[config.mk]
export PLATFORM = sky130hd
export DESIGN_NAME = bcd_gate_counter
export DESIGN_NICKNAME = d
export VERILOG_FILES = /design/src/rtl/bcd_pkg.sv /design/src/rtl/bcd_digit_clr.sv /design/src/rtl/bcd_gate_counter.sv
export SDC_FILE = /design/constraint.sdc
export NUM_CORES = 1
export LEC_CHECK = 0
export CAP_MARGIN = 25
export CORE_MARGIN = 4
export CORE_UTILIZATION = 47
export CTS_BUF_LIST = sky130_fd_sc_hd__clkbuf_16
export DETAILED_ROUTE_END_ITERATION = 8
export GPL_TIMING_DRIVEN = 0
export PLACE_DENSITY_LB_ADDON = 0.12
export SETUP_SLACK_MARGIN = 0.1
export SKIP_CTS_REPAIR_TIMING = 1
export SYNTH_ARGS = -nofsm -noshare
export SYNTH_HDL_FRONTEND = slang
export SYNTH_SLANG_ARGS = --single-unit
export TNS_END_PERCENT = 5
[constraint.sdc]
create_clock -name clk_in -period 2.8 [get_ports clk_in]
set_input_delay 0.56 -clock clk_in [delete_from_list [all_inputs] [get_ports clk_in]]
set_output_delay 0.56 -clock clk_in [all_outputs]
set_load 0.01 [all_outputs]
[src/rtl/bcd_pkg.sv]
// bcd_pkg: shared BCD digit type, gate FSM states and digit increment helper
package bcd_pkg;
  typedef logic [3:0] bcd_digit_t;
  typedef enum logic {IDLE, COUNT} gate_state_t;
  localparam bcd_digit_t BCD_NINE = 4'd9;
  function automatic bcd_digit_t bcd_inc(input bcd_digit_t d);
    return (d == BCD_NINE) ? 4'd0 : d + 4'd1;
  endfunction
endpackage

[src/rtl/bcd_digit_clr.sv]
// bcd_digit_clr: one decimal digit with sync clear, count enable, saturate hold and carry out
module bcd_digit_clr
  import bcd_pkg::*;
(
  input  logic       clk_in,
  input  logic       reset_in,
  input  logic       clr_in,
  input  logic       en_in,
  input  logic       hold_in,
  output bcd_digit_t next_o,
  output logic       carry_o
);
  bcd_digit_t digit_q;
  // next_o ignores clr_in so the top can latch the final value of a window
  assign next_o  = (en_in && !hold_in) ? bcd_inc(digit_q) : digit_q;
  assign carry_o = en_in && digit_q == BCD_NINE;
  always_ff @(posedge clk_in) begin
    if (reset_in || clr_in) digit_q <= '0;
    else digit_q <= next_o;
  end
endmodule

[src/rtl/bcd_gate_counter.sv]
// bcd_gate_counter: gated BCD event counter with latched result, blanking mask and strobe
module bcd_gate_counter
  import bcd_pkg::*;
#(
  parameter int DIGITS_NUM  = 6,
  parameter int GATE_CYCLES = 1000000,
  parameter bit SATURATE    = 1'b1
) (
  input  logic                    clk_in,
  input  logic                    reset_in,
  input  logic                    run_in,
  input  logic                    event_in,
  output logic [4*DIGITS_NUM-1:0] digits_out,
  output logic [DIGITS_NUM-1:0]   blank_out,
  output logic                    overflow_out,
  output logic                    valid_out
);
  localparam int GW = $clog2(GATE_CYCLES);
  localparam logic [GW-1:0] LAST = GW'(GATE_CYCLES - 1);
  localparam logic [DIGITS_NUM-1:0] RST_BLANK = ~DIGITS_NUM'(1);
  gate_state_t state_q;
  logic [GW-1:0] gate_q;
  logic win_ovf_q, ovf_q, valid_q;
  logic [4*DIGITS_NUM-1:0] acc_d, digits_q;
  logic [DIGITS_NUM-1:0] blank_q, blank_d;
  logic [DIGITS_NUM:0] carry;
  logic counting, last, clr, hold, z;
  assign counting = state_q == COUNT;
  assign last     = counting && gate_q == LAST;
  assign clr      = !counting || !run_in || last;
  assign carry[0] = counting && event_in;
  // carry out of the top digit is exactly an increment on all-9s
  assign hold     = SATURATE && carry[DIGITS_NUM];
  for (genvar i = 0; i < DIGITS_NUM; i++) begin : g_digit
    bcd_digit_clr u_digit (
      .clk_in  (clk_in),
      .reset_in(reset_in),
      .clr_in  (clr),
      .en_in   (carry[i]),
      .hold_in (hold),
      .next_o  (acc_d[4*i +: 4]),
      .carry_o (carry[i+1])
    );
  end
  always_comb begin
    blank_d = '0;
    z = 1'b1;
    for (int i = DIGITS_NUM - 1; i >= 1; i--) begin
      z = z && acc_d[4*i +: 4] == 4'd0;
      blank_d[i] = z;
    end
  end
  always_ff @(posedge clk_in) begin
    if (reset_in) begin
      state_q   <= IDLE;
      gate_q    <= '0;
      win_ovf_q <= 1'b0;
      digits_q  <= '0;
      blank_q   <= RST_BLANK;
      ovf_q     <= 1'b0;
      valid_q   <= 1'b0;
    end else begin
      state_q   <= run_in ? COUNT : IDLE;
      gate_q    <= clr ? '0 : gate_q + GW'(1);
      win_ovf_q <= clr ? 1'b0 : win_ovf_q || carry[DIGITS_NUM];
      valid_q   <= last;
      if (last) begin
        digits_q <= acc_d;
        blank_q  <= blank_d;
        ovf_q    <= win_ovf_q || carry[DIGITS_NUM];
      end
    end
  end
  assign digits_out   = digits_q;
  assign blank_out    = blank_q;
  assign overflow_out = ovf_q;
  assign valid_out    = valid_q;
endmodule

Word-level counts from Yosys, hierarchy flattened
Index checks and enable logic that the tools add are counted.
{"block": "word_totals", "ff_bits": 77, "in_bits": 4, "wordCells": 71}
{"block": "op_classes", "addsub": 7, "n_eq_ne": 7, "n_mux": 13, "reduce_logical": 31}
{"operator": "$mux 4", "count": 12}
{"operator": "$add 4x1->4 const B", "count": 6}
{"operator": "$eq 4x4->1 const B", "count": 6}
{"operator": "$add 20x1->20 const B", "count": 1}
{"operator": "$eq 20x20->1 const B", "count": 1}
{"operator": "$logic_not 4->1", "count": 5}
{"operator": "$logic_and 1x1->1", "count": 18}
{"operator": "$logic_or 1x1->1", "count": 4}
{"operator": "$logic_not 1->1", "count": 3}
{"operator": "$reduce_or 2->1", "count": 1}
{"operator": "$mux 1", "count": 1}

Depth between registers and ports, before layout
Gate-level depths: netlist (run 1).
{"block": "depth", "depth_word": 15, "depth_mapped": 9}

By module
A second synthesis (run 1) with hierarchy kept.
{"block": "hier_totals", "cells_unflattened": 393, "hier_area_um2": 3542.1}
{"module": "bcd_gate_counter", "n_inst": 1, "cells_each": 255, "area_per_inst_um2": 2198.4}
{"module": "bcd_digit_clr", "n_inst": 6, "cells_each": 23, "area_per_inst_um2": 224.0}

Worst setup path before layout (run 1)
Ideal clock, no wire load.
{"block": "synth_path", "path_type": "input port to flip-flop", "start": "in event_in", "end": "reg blank_q[1], in the netlist blank_out[1]", "arrival_ns": 2.064, "t_required_ns": 2.733, "path_slack_ns": 0.669, "cell_stages": 8, "n_path_buf": 2, "path_cell_list": "and3_1 -> and3_1 -> buf_6 -> and3_1 -> buf_6 -> o22a_1 -> or4_4 -> o21ai_2"}
{"block": "synth_via", "elab_chain_len": 15, "word_cells_on_any_way": 27}
{"item": "start: declaration", "line_no": "bcd_gate_counter.sv:12", "source": "input logic event_in,"}
{"item": "$logic_and 1x1->1 (*)", "line_no": "bcd_gate_counter.sv:31", "source": "assign carry[0] = counting && event_in;"}
{"item": "$logic_and 1x1->1 (*)", "line_no": "bcd_digit_clr.sv:16", "source": "assign carry_o = en_in && digit_q == BCD_NINE;"}
{"item": "$logic_and 1x1->1 (5 in series)", "line_no": "bcd_digit_clr.sv:16"}
{"item": "$logic_not 1->1", "line_no": "bcd_digit_clr.sv:15", "source": "assign next_o = (en_in && !hold_in) ? bcd_inc(digit_q) : digit_q;"}
{"item": "$logic_and 1x1->1", "line_no": "bcd_digit_clr.sv:15"}
{"item": "$mux 4", "line_no": "bcd_digit_clr.sv:15"}
{"item": "$logic_not 4->1", "line_no": "bcd_gate_counter.sv:49", "source": "z = z && acc_d[4*i +: 4] == 4'd0;"}
{"item": "$logic_and 1x1->1 (3 in series)", "line_no": "bcd_gate_counter.sv:49"}
{"item": "$logic_and 1x1->1 (*)", "line_no": "bcd_gate_counter.sv:49"}
{"item": "end signal: assignment", "line_no": "bcd_gate_counter.sv:69", "source": "blank_q <= blank_d;"}
{"item": "end: declaration", "line_no": "bcd_gate_counter.sv:25", "source": "logic [DIGITS_NUM-1:0] blank_q, blank_d;"}
Every way passes the cells marked *; elsewhere a longest branch is shown, timed or not.
A chain may end at the register's enable or synchronous reset.

Final worst setup path (run 1)
Same ends and word-level chain as after synthesis.

==> flow_metrics.env, run 1 <==
export IMPL_cts_tree="yes"
export IMPL_reg2reg_depth=8
export IMPL_worst_pin_slew_ps=627
export IMPL_pin_count=36
export IMPL_drtPass1Iterations=4
export IMPL_timing_hold_ws_ps=463
export IMPL_netlist_instances=394
export IMPL_tns_ps=0
export IMPL_end_kind="register"
export IMPL_timing_final_hold_violations=0
export IMPL_post_route_cells_drive_above_1_share_pct=8.78
export IMPL_final_core_util_pct=60.9
export IMPL_dp_cells=524
export IMPL_detail_route_antenna_nets=0
export IMPL_routed_via_count=2823
export IMPL_grt_pass1_wl_mm=12.4
export IMPL_placement_rows=30
export IMPL_tritoncts_num_sinks=77
export IMPL_remaining_global_route_overflow=0
export IMPL_timing_max_cap_violations=0
export IMPL_root_buffer="sky130_fd_sc_hd__clkbuf_16"
export IMPL_total_leakage_power_nw=1.37
export IMPL_groute_usage_overall_pct=18.2
export IMPL_worstPathRequired_ps=3070
export IMPL_clk_transition_reported_paths_ps=60
export IMPL_synth_yosys_warnings=0
export IMPL_syn_nets=399
export IMPL_routed_wire_length_per_instance_um=13.8
export IMPL_n_antenna_cell=0
export IMPL_rsz_0062_raised_after_global_routing="no"
export IMPL_worstSetupStartpoint="event_in"
export IMPL_drtIter0Drc=88
export IMPL_port_buffers=34
export IMPL_timing_final_setup_violations=0
export IMPL_worst_setup_path_start_kind="input port"
export IMPL_slew_headroom_pct=58.2
export IMPL_cts_htree_levels=3
export IMPL_layout_commonest_cell="sky130_fd_sc_hd__nor2_1"
export IMPL_cp_arrival_ps=2780
export IMPL_synth_main_ff_cell="sky130_fd_sc_hd__dfxtp_1"
export IMPL_instances_no_fill=540
export IMPL_mostFrequentLayoutCells="85 x sky130_fd_sc_hd__nor2_1, 77 x sky130_fd_sc_hd__dfxtp_1, 34 x sky130_fd_sc_hd__clkdlybuf4s50_1, 26 x sky130_fd_sc_hd__nand2_1, 21 x sky130_fd_sc_hd__a211oi_1"
export IMPL_layout_worst_path_cycle_share_pct=89.6
export IMPL_core_area_um2=6940
export IMPL_finish_instance_area_um2=4230
export IMPL_worst_setup_path_endpoint="blank_out[1]"
export IMPL_layout_area_overhead_vs_synth_pct=22.5
export IMPL_ys_ff_latch=77
export IMPL_clock_skew_after_layout_ps=6.82
export IMPL_timing_worst_setup_path_type="in2reg"
export IMPL_outcome="finished clean"
export IMPL_power_density_nw_per_um2=556
export IMPL_hpwlAfterDp_mm=5.22
export IMPL_ys_types=56
export IMPL_drc=0
export IMPL_avgViaCountPerCell=5.23
export IMPL_synth_async_reset_ratio_pct=0
export IMPL_totalWireLength_mm=7.43
export IMPL_vias_in_the_first_global_route=2644
export IMPL_die_width_um=93.7
export IMPL_fp_dieArea_um2=8780
export IMPL_clk_path_buf_depth=2
export IMPL_crit_path_cell_trace="clkdlybuf4s50_1 -> and3_1 -> nand3_2 -> a2111oi_4 -> o22ai_2 -> or4_4 -> o21ai_2"
export IMPL_critPathMaxStageDelay_ps=550
export IMPL_timing_rr_start="gate_q[0]"
export IMPL_floorplan_initialDensity_pct=49.7
export IMPL_reg2reg_setup_slack_ps=380
export IMPL_critical_path_cell_with_the_highest_stage_delay="sky130_fd_sc_hd__or4_4"
export IMPL_clkLatencyLatePin_ps=330
export IMPL_place_gp_congestion=0.825
export IMPL_crit_path_max_fanout=8
export IMPL_grt_max_degree=14
export IMPL_antenna_violations_before_repair=0
export IMPL_synth_edff_count=0
export IMPL_share_of_synthesized_area_occupied_by_flip_flops_and_latches_pct=44.7
export IMPL_syn_area_per_cell_um2=8.76
export IMPL_final_min_clock_period_ps=2510
export IMPL_timing_max_transition_violations_final=0
export IMPL_timing_rr_end="digits_out[6]"
export IMPL_synth_cell_area_um2=3450
export IMPL_fmax_mhz=399
export IMPL_worstHoldPathType="reg2reg"
export IMPL_dpl_instance_area_um2=3910
export IMPL_number_of_buffers_created_by_cts=9
export IMPL_die_h_um=93.7
export IMPL_irDropWorstVdd_mv=0.284
export IMPL_final_net_count=444
-- metrics by stage --
step / setup slack, ps / total power [W]
final: 292 / 0.00235
after global routing: 116 / 0.00243
after CTS: 290 / 0.00237
after detailed placement: -46.9 / 0.00115
after global placement: -32.7 / 0.00115
after floorplan: 669 / 0.00114
-- routing by layer --
| layer | global-route usage, % | part of all wire, % | vias to the layer above |
|---|---|---|---|
| li1 | - | - | 1454 |
| met1 | 23.9 | 48 | 1319 |
| met2 | 28.6 | 47 | 40 |
| met3 | 3.13 | 3.5 | 10 |
| met4 | 9.03 | 1.4 | 0 |
| met5 | 0 | 0 | - |
-- how the worst min path moves through the flow --
stage / start / to / slack (ps) / cells past startpoint
6_report: digits_out[11] / digits_out[11] / 460 / 2
5_1_grt: win_ovf_q / win_ovf_q / 490 / 2
4_1_cts: win_ovf_q / win_ovf_q / 470 / 2
3_5_place_dp: win_ovf_q / win_ovf_q / 450 / 2
3_3_place_gp: win_ovf_q / win_ovf_q / 440 / 2
2_1_floorplan: win_ovf_q / win_ovf_q / 430 / 2
-- critical path, delay by kind of cell --
| kind | cells | cell delay (ps) |
|---|---|---|
| AOI/OAI and AO/OA | 3 | 660 |
| buffers and inverters | 1 | 490 |
| and+or+nand+nor | 3 | 1050 |
-- cells in the mapped netlist, types with 2 or more instances --
cell type | n | area, µm²
sky130_fd_sc_hd__o21ai_0 | 7 | 35.0
sky130_fd_sc_hd__nor2b_1 | 3 | 18.8
sky130_fd_sc_hd__nand4_1 | 4 | 25.0
sky130_fd_sc_hd__nand3_1 | 19 | 95.1
sky130_fd_sc_hd__nand2b_1 | 4 | 25.0
sky130_fd_sc_hd__nor4bb_4 | 2 | 50.1
sky130_fd_sc_hd__a21oi_1 | 14 | 70.1
sky130_fd_sc_hd__buf_4 | 2 | 15.0
sky130_fd_sc_hd__nor3_1 | 7 | 35.0
sky130_fd_sc_hd__o211a_1 | 2 | 20.0
sky130_fd_sc_hd__mux2_2 | 3 | 33.8
sky130_fd_sc_hd__nand2_1 | 26 | 97.6
sky130_fd_sc_hd__and4bb_2 | 2 | 25.0
sky130_fd_sc_hd__nor4b_1 | 2 | 17.5
sky130_fd_sc_hd__clkbuf_1 | 12 | 45.0
sky130_fd_sc_hd__xnor2_1 | 13 | 114
sky130_fd_sc_hd__a211o_1 | 3 | 26.3
sky130_fd_sc_hd__or3_1 | 4 | 25.0
sky130_fd_sc_hd__o21a_1 | 3 | 22.5
sky130_fd_sc_hd__a211oi_1 | 21 | 158
sky130_fd_sc_hd__buf_6 | 3 | 33.8
sky130_fd_sc_hd__inv_1 | 13 | 48.8
sky130_fd_sc_hd__and4_1 | 3 | 26.3
sky130_fd_sc_hd__and3_1 | 11 | 68.8
sky130_fd_sc_hd__mux2i_1 | 4 | 40.0
sky130_fd_sc_hd__a22oi_1 | 2 | 15.0
sky130_fd_sc_hd__xor2_1 | 15 | 131
sky130_fd_sc_hd__nor2_1 | 85 | 319
sky130_fd_sc_hd__dfxtp_1 | 77 | 1540
sky130_fd_sc_hd__and2_1 | 2 | 12.5
-- logic make-up after synthesis --
| logic type | share of synthesized area [%] |
|---|---|
| compound gates | 13.2 |
| xor+xnor | 7.11 |
| fa+ha+maj | 0.363 |
| buf+inv | 4.71 |
| flops | 44.7 |
| mux | 2.14 |
| other cells | 0.109 |
| simple gates | 27.7 |
-- area by class of cell --
class	count	area (µm²)
inverters	13	48.8
flip-flops and latches	77	1540
clock inverters	7	90.1
plain buffers	19	114
clock buffers	9	225
repair buffers	34	340
well taps	96	120
fillers	652	2720
multi-input cells	285	1750
-- state kept, by name (all words and copies together), names as in the netlist --
signal,flops
overflow_out,1
digits_out,24
blank_out,5
counting,1
valid_out,1
win_ovf_q,1
gate_q,20
g_digit.u_digit.digit_q,24
-- power breakdown --
group          internal, W  switching [W]
clock network     0.000775       0.000451
registers          0.00110    0.000000737
logic           0.00000852      0.0000199
No activity file was read; power rests on OpenSTA's default activity.
==> inputs of run 2 (changes only) <==
--- a/config.mk
+++ b/config.mk
@@ -10,6 +10,7 @@
 export CORE_UTILIZATION = 47
 export CTS_BUF_LIST = sky130_fd_sc_hd__clkbuf_16
 export DETAILED_ROUTE_END_ITERATION = 8
+export DONT_BUFFER_PORTS = 1
 export GPL_TIMING_DRIVEN = 0
 export PLACE_DENSITY_LB_ADDON = 0.12
 export SETUP_SLACK_MARGIN = 0.1
==> constraint.sdc (replaced) <==
create_clock -name clk_in -period 3 [get_ports clk_in]
set_input_delay 0.6 -clock clk_in [delete_from_list [all_inputs] [get_ports clk_in]]
set_output_delay 0.6 -clock clk_in [all_outputs]
set_load 0.01 [all_outputs]
==> run 2 against run 1 <==
Total power decreased by 7.2%. Sequential share of layout area up 3.2 points. Die area stayed put. Largest power group unchanged.
==> flow_metrics.env, run 2 (synthesized netlist as in run 1, its figures left out) <==
export IMPL_timing_max_cap_violations=0
export IMPL_avgViaCountPerCell=5.32
export IMPL_final_min_clock_period_ps=2390
export IMPL_clkLatencyLatePin_ps=330
export IMPL_mostFrequentLayoutCells="85 x sky130_fd_sc_hd__nor2_1, 77 x sky130_fd_sc_hd__dfxtp_1, 26 x sky130_fd_sc_hd__nand2_1, 21 x sky130_fd_sc_hd__a211oi_1, 19 x sky130_fd_sc_hd__nand3_1"
export IMPL_post_route_cells_drive_above_1_share_pct=9.76
export IMPL_cp_arrival_ps=2630
export IMPL_worstHoldPathType="in2reg"
export IMPL_core_area_um2=6940
export IMPL_wl_met2_mm=3.33
export IMPL_detail_route_antenna_nets=0
export IMPL_routed_via_count=2692
export IMPL_holdCritStartpoint="reset_in"
export IMPL_fmax_mhz=419
export IMPL_worstSetupStartpoint="gate_q[0]"
export IMPL_timing_worst_setup_path_type="reg2reg"
export IMPL_vias_in_the_first_global_route=2554
export IMPL_wl_met3_um=444
export IMPL_pin_count=36
export IMPL_maxUsedRoutingLayer="met4"
export IMPL_root_buffer="sky130_fd_sc_hd__clkbuf_16"
export IMPL_worst_setup_path_start_kind="register"
export IMPL_filler_cell_count=650
export IMPL_rsz_0062_raised_after_global_routing="no"
export IMPL_layout_area_overhead_vs_synth_pct=12.6
export IMPL_floorplan_initialDensity_pct=49.7
export IMPL_tritoncts_num_sinks=77
export IMPL_remaining_global_route_overflow=0
export IMPL_cts_tree="yes"
export IMPL_clk_path_buf_depth=2
export IMPL_timing_hold_ws_ps=351
export IMPL_totalWireLength_mm=7.25
export IMPL_die_width_um=93.7
export IMPL_timing_final_setup_violations=0
export IMPL_number_of_buffers_created_by_cts=9
export IMPL_timing_rr_start="gate_q[0]"
export IMPL_timing_final_hold_violations=0
export IMPL_die_h_um=93.7
export IMPL_crit_path_max_fanout=10
export IMPL_worstPathRequired_ps=3240
export IMPL_clock_skew_after_layout_ps=7.39
export IMPL_clk_transition_reported_paths_ps=60
export IMPL_drc=0
export IMPL_n_antenna_cell=0
export IMPL_irDropWorstVdd_mv=0.367
export IMPL_total_leakage_power_nw=1.24
export IMPL_outcome="finished clean"
export IMPL_power_density_nw_per_um2=562
export IMPL_placement_rows=30
export IMPL_worst_pin_slew_ps=637
export IMPL_cts_htree_levels=3
export IMPL_final_core_util_pct=56.0
export IMPL_fp_dieArea_um2=8780
export IMPL_final_net_count=410
export IMPL_timing_max_transition_violations_final=0
export IMPL_antenna_violations_before_repair=0
export IMPL_port_buffers=0
export IMPL_layout_commonest_cell="sky130_fd_sc_hd__nor2_1"
export IMPL_drt_met1_wl_mm=3.36
export IMPL_grt_max_degree=14
export IMPL_hpwlAfterDp_mm=5.14
export IMPL_grt_pass1_wl_mm=12.1
export IMPL_sequential_standard_cell_area_um2=1540
export IMPL_total_area_of_multi_input_combinational_cells_um2=1750
export IMPL_tns_ps=0
export IMPL_drtIter0Drc=80
export IMPL_layout_worst_path_cycle_share_pct=79.6
export IMPL_routed_wire_length_per_instance_um=14.3
export IMPL_groute_usage_overall_pct=17.7
export IMPL_slew_headroom_pct=57.5
export IMPL_end_kind="register"
export IMPL_drtPass1Iterations=4
export IMPL_place_gp_congestion=0.851
## run 2: changes by cell type in the layout (fill, tap and decap cells not counted), sizes merged
cell           change
clkdlybuf4s50     -34
clkinv             -1
clkinvlp           +1
## run 2: final cells by class
type,count,share of cell area [%]
Multi-Input combinational cell,285,44.9
Clock buffer,9,5.80
Tap cell,96,3.09
Clock inverter,7,2.32
Sequential cell,77,39.7
Buffer,19,2.93
Inverter,13,1.26
## run 2: through the flow
step | cell area [µm²] | worst slack (ps) | std cells | power (W)
final | 3890 | 611 | 506 | 0.00218
after global routing | 3890 | 343 | 506 | 0.00225
after detailed placement | 3570 | 605 | 490 | 0.00107
after CTS | 3890 | 551 | 506 | 0.00221
after global placement | 3570 | 606 | 490 | 0.00107
after floorplan | 3450 | 829 | 394 | 0.00106
## run 2: power breakdown
| group | internal (W) | switching, W |
|---|---|---|
| clock network | 0.000723 | 0.000414 |
| logic | 0.00000458 | 0.0000172 |
| registers | 0.00102 | 0.000000664 |
| total | 0.00175 | 0.000431 |
## run 2: worst paths after layout
check	endpoint	slack (ps)	cells after the start
worst max register to register	digits_out[3]	610	8
worst max-delay path	digits_out[3]	610	8
worst min-delay path	counting	350	1
worst min register to register	win_ovf_q	460	2
## run 2: worst max-delay path: stages (launching register included)
cell,delay [ps]
sky130_fd_sc_hd__dfxtp_1,390
sky130_fd_sc_hd__ha_1,230
sky130_fd_sc_hd__and2_1,170
sky130_fd_sc_hd__and4_1,240
sky130_fd_sc_hd__and3_1,160
sky130_fd_sc_hd__clkbuf_1,360
sky130_fd_sc_hd__clkbuf_1,440
sky130_fd_sc_hd__nor2_1,80
sky130_fd_sc_hd__a211oi_1,230
## run 2: metal layers
layer	up-vias	GRT usage (%)
met3	13	5.77
li1	1389	-
met1	1235	21.4
met4	0	7.22
met2	55	28.7
met5	-	0
==> inputs of run 3 (changes only) <==
==> constraint.sdc (replaced) <==
create_clock -name clk_in -period 1.9 [get_ports clk_in]
set_input_delay 0.38 -clock clk_in [delete_from_list [all_inputs] [get_ports clk_in]]
set_output_delay 0.38 -clock clk_in [all_outputs]
set_load 0.01 [all_outputs]
==> run 3 against run 2 <==
The flow now finishes with violations (setup timing). Clock power grew 34%. Sequential power rose by 59%. Clock skew shrank 3.8 ps. First-iteration DRC count grew 3.8%. Core utilization is 2.9 points higher. Worst hold slack got worse by 220 ps. Total power increased by 46%. Die area unchanged.
==> flow_metrics.env, run 3 (synthesized netlist as in run 1, its figures left out) <==
export IMPL_outcome="complete, but fails checks"
export IMPL_violations="setup timing"
export IMPL_root_buffer="sky130_fd_sc_hd__clkbuf_16"
export IMPL_worst_pin_slew_ps=629
export IMPL_die_h_um=93.7
export IMPL_cts_tree="yes"
export IMPL_irDropWorstVdd_mv=0.459
export IMPL_antenna_violations_before_repair=0
export IMPL_timing_final_setup_violations=36
export IMPL_slew_headroom_pct=58.1
export IMPL_n_antenna_cell=0
export IMPL_worstHoldPathType="in2reg"
export IMPL_dpl_instance_area_um2=3610
export IMPL_layout_commonest_cell="sky130_fd_sc_hd__nor2_1"
export IMPL_end_kind="register"
export IMPL_cts_htree_levels=3
export IMPL_groute_usage_overall_pct=17.7
export IMPL_detail_route_antenna_nets=0
export IMPL_port_buffers=0
export IMPL_filler_cell_count=640
export IMPL_hpwlAfterDp_mm=5.09
export IMPL_drtPass1Iterations=4
export IMPL_final_net_count=418
export IMPL_timing_max_cap_violations=0
export IMPL_drtIter0Drc=83
export IMPL_clock_skew_after_layout_ps=3.64
export IMPL_rsz_0062_raised_after_global_routing="yes"
export IMPL_clkLatencyLatePin_ps=330
export IMPL_fp_dieArea_um2=8780
export IMPL_clk_transition_reported_paths_ps=60
export IMPL_number_of_buffers_created_by_cts=9
export IMPL_worst_setup_path_start_kind="register"
export IMPL_layout_worst_path_cycle_share_pct=112
export IMPL_crit_path_max_fanout=7
export IMPL_core_area_um2=6940
export IMPL_layout_area_overhead_vs_synth_pct=18.4
export IMPL_routed_wire_length_per_instance_um=14.5
export IMPL_routed_via_count=2713
export IMPL_die_width_um=93.7
export IMPL_drc=0
export IMPL_tritoncts_num_sinks=77
export IMPL_mostFrequentLayoutCells="84 x sky130_fd_sc_hd__nor2_1, 66 x sky130_fd_sc_hd__dfxtp_1, 24 x sky130_fd_sc_hd__nand2_1, 20 x sky130_fd_sc_hd__a211oi_1, 17 x sky130_fd_sc_hd__nand3_1"
export IMPL_place_gp_congestion=0.868
export IMPL_timing_final_hold_violations=0
export IMPL_total_leakage_power_nw=1.34
export IMPL_total_power_w=0.00319
export IMPL_remaining_global_route_overflow=0
export IMPL_post_route_cells_drive_above_1_share_pct=20.8
export IMPL_timing_max_transition_violations_final=0
export IMPL_power_density_nw_per_um2=780
export IMPL_clk_path_buf_depth=2
export IMPL_floorplan_initialDensity_pct=49.7
export IMPL_placement_rows=30
export IMPL_grt_max_degree=14
export IMPL_totalWireLength_mm=7.44
export IMPL_pin_count=36
export IMPL_timing_worst_setup_path_type="reg2reg"
export IMPL_instances_no_fill=514
export IMPL_cp_arrival_ps=2400
export IMPL_worstPathRequired_ps=2160
export IMPL_avgViaCountPerCell=5.28
export IMPL_final_min_clock_period_ps=2140
export IMPL_finish_instance_area_um2=4090
export IMPL_setup_slack_ps=-237
export IMPL_grt_pass1_wl_mm=12.1
export IMPL_fmax_mhz=468
export IMPL_vias_in_the_first_global_route=2503
export IMPL_dp_cells=490
==> run 3: cell types whose count changed in the layout (fill, tap and decap cells not counted), moves of 3 or more <==
cell / change
sky130_fd_sc_hd__nor3_1: -3
sky130_fd_sc_hd__nor3_2: +3
sky130_fd_sc_hd__buf_4: +12
sky130_fd_sc_hd__buf_6: +3
sky130_fd_sc_hd__clkbuf_1: -9
sky130_fd_sc_hd__dfxtp_2: +10
sky130_fd_sc_hd__dfxtp_1: -11
==> run 3: area by class of cell <==
| type | instances | area [µm²] | area share, % |
|---|---|---|---|
| clock buffer | 9 | 225 | 5.51 |
| timing repair buffer | 8 | 63.8 | 1.56 |
| sequential | 77 | 1560 | 38.1 |
| tap | 96 | 120 | 2.94 |
| clock inverter | 7 | 42.5 | 1.04 |
| inverter | 13 | 48.8 | 1.19 |
| multi-input combinational | 285 | 1860 | 45.6 |
| buffer | 19 | 165 | 4.04 |
==> run 3: power breakdown <==
group | leakage (nW) | internal (W) | switching, W | total (W)
clock | 0.127 | 0.000873 | 0.000655 | 0.00153
combinational | 0.584 | 0.0000120 | 0.0000284 | 0.0000404
sequential | 0.626 | 0.00162 | 0.00000158 | 0.00162
total | 1.34 | 0.00250 | 0.000685 | 0.00319
==> run 3: layer usage <==
layer | vias to the layer above | track usage (%) | routed length [µm]
li1 | 1399 | - | -
met1 | 1266 | 22.8 | 3380
met2 | 41 | 27.9 | 3500
met3 | 7 | 6.01 | 487
met4 | 0 | 5.78 | 76
met5 | - | 0 | 0
==> run 3: metrics by stage <==
| stage | setup TNS, ps | worst slack [ps] | hold slack [ps] | util (%) |
|---|---|---|---|---|
| 6_report | -1100 | -237 | 132 | 58.8 |
| 5_1_grt | -6050 | -325 | 120 | 58.8 |
| 4_1_cts | -27240 | -555 | 126 | 55.9 |
| 3_5_place_dp | -26280 | -532 | 450 | 52.0 |
| 3_3_place_gp | -25470 | -516 | 439 | 52.0 |
| 2_1_floorplan | -99.3 | -60.8 | 427 | - |
==> run 3: path summary, 6_finish.rpt <==
kind                                               startpoint           end  slack, ps  cells past startpoint
worst min register to register                      gate_q[0]     gate_q[0]        450                      1
worst min-delay path                                 reset_in      counting        130                      1
worst max-delay path            g_digit[1].u_digit.digit_q[3]  blank_out[1]       -240                      7
worst max register to register  g_digit[1].u_digit.digit_q[3]  blank_out[1]       -240                      7
==> run 3: critical path, cell delays in order, from the launching register on <==
cell and delay [ps]:
sky130_fd_sc_hd__dfxtp_2 350, sky130_fd_sc_hd__nor4bb_4 390, sky130_fd_sc_hd__and3_1 230, sky130_fd_sc_hd__buf_6 140
sky130_fd_sc_hd__nand2_4 60, sky130_fd_sc_hd__o32a_1 280, sky130_fd_sc_hd__or4_4 500, sky130_fd_sc_hd__o21ai_2 120
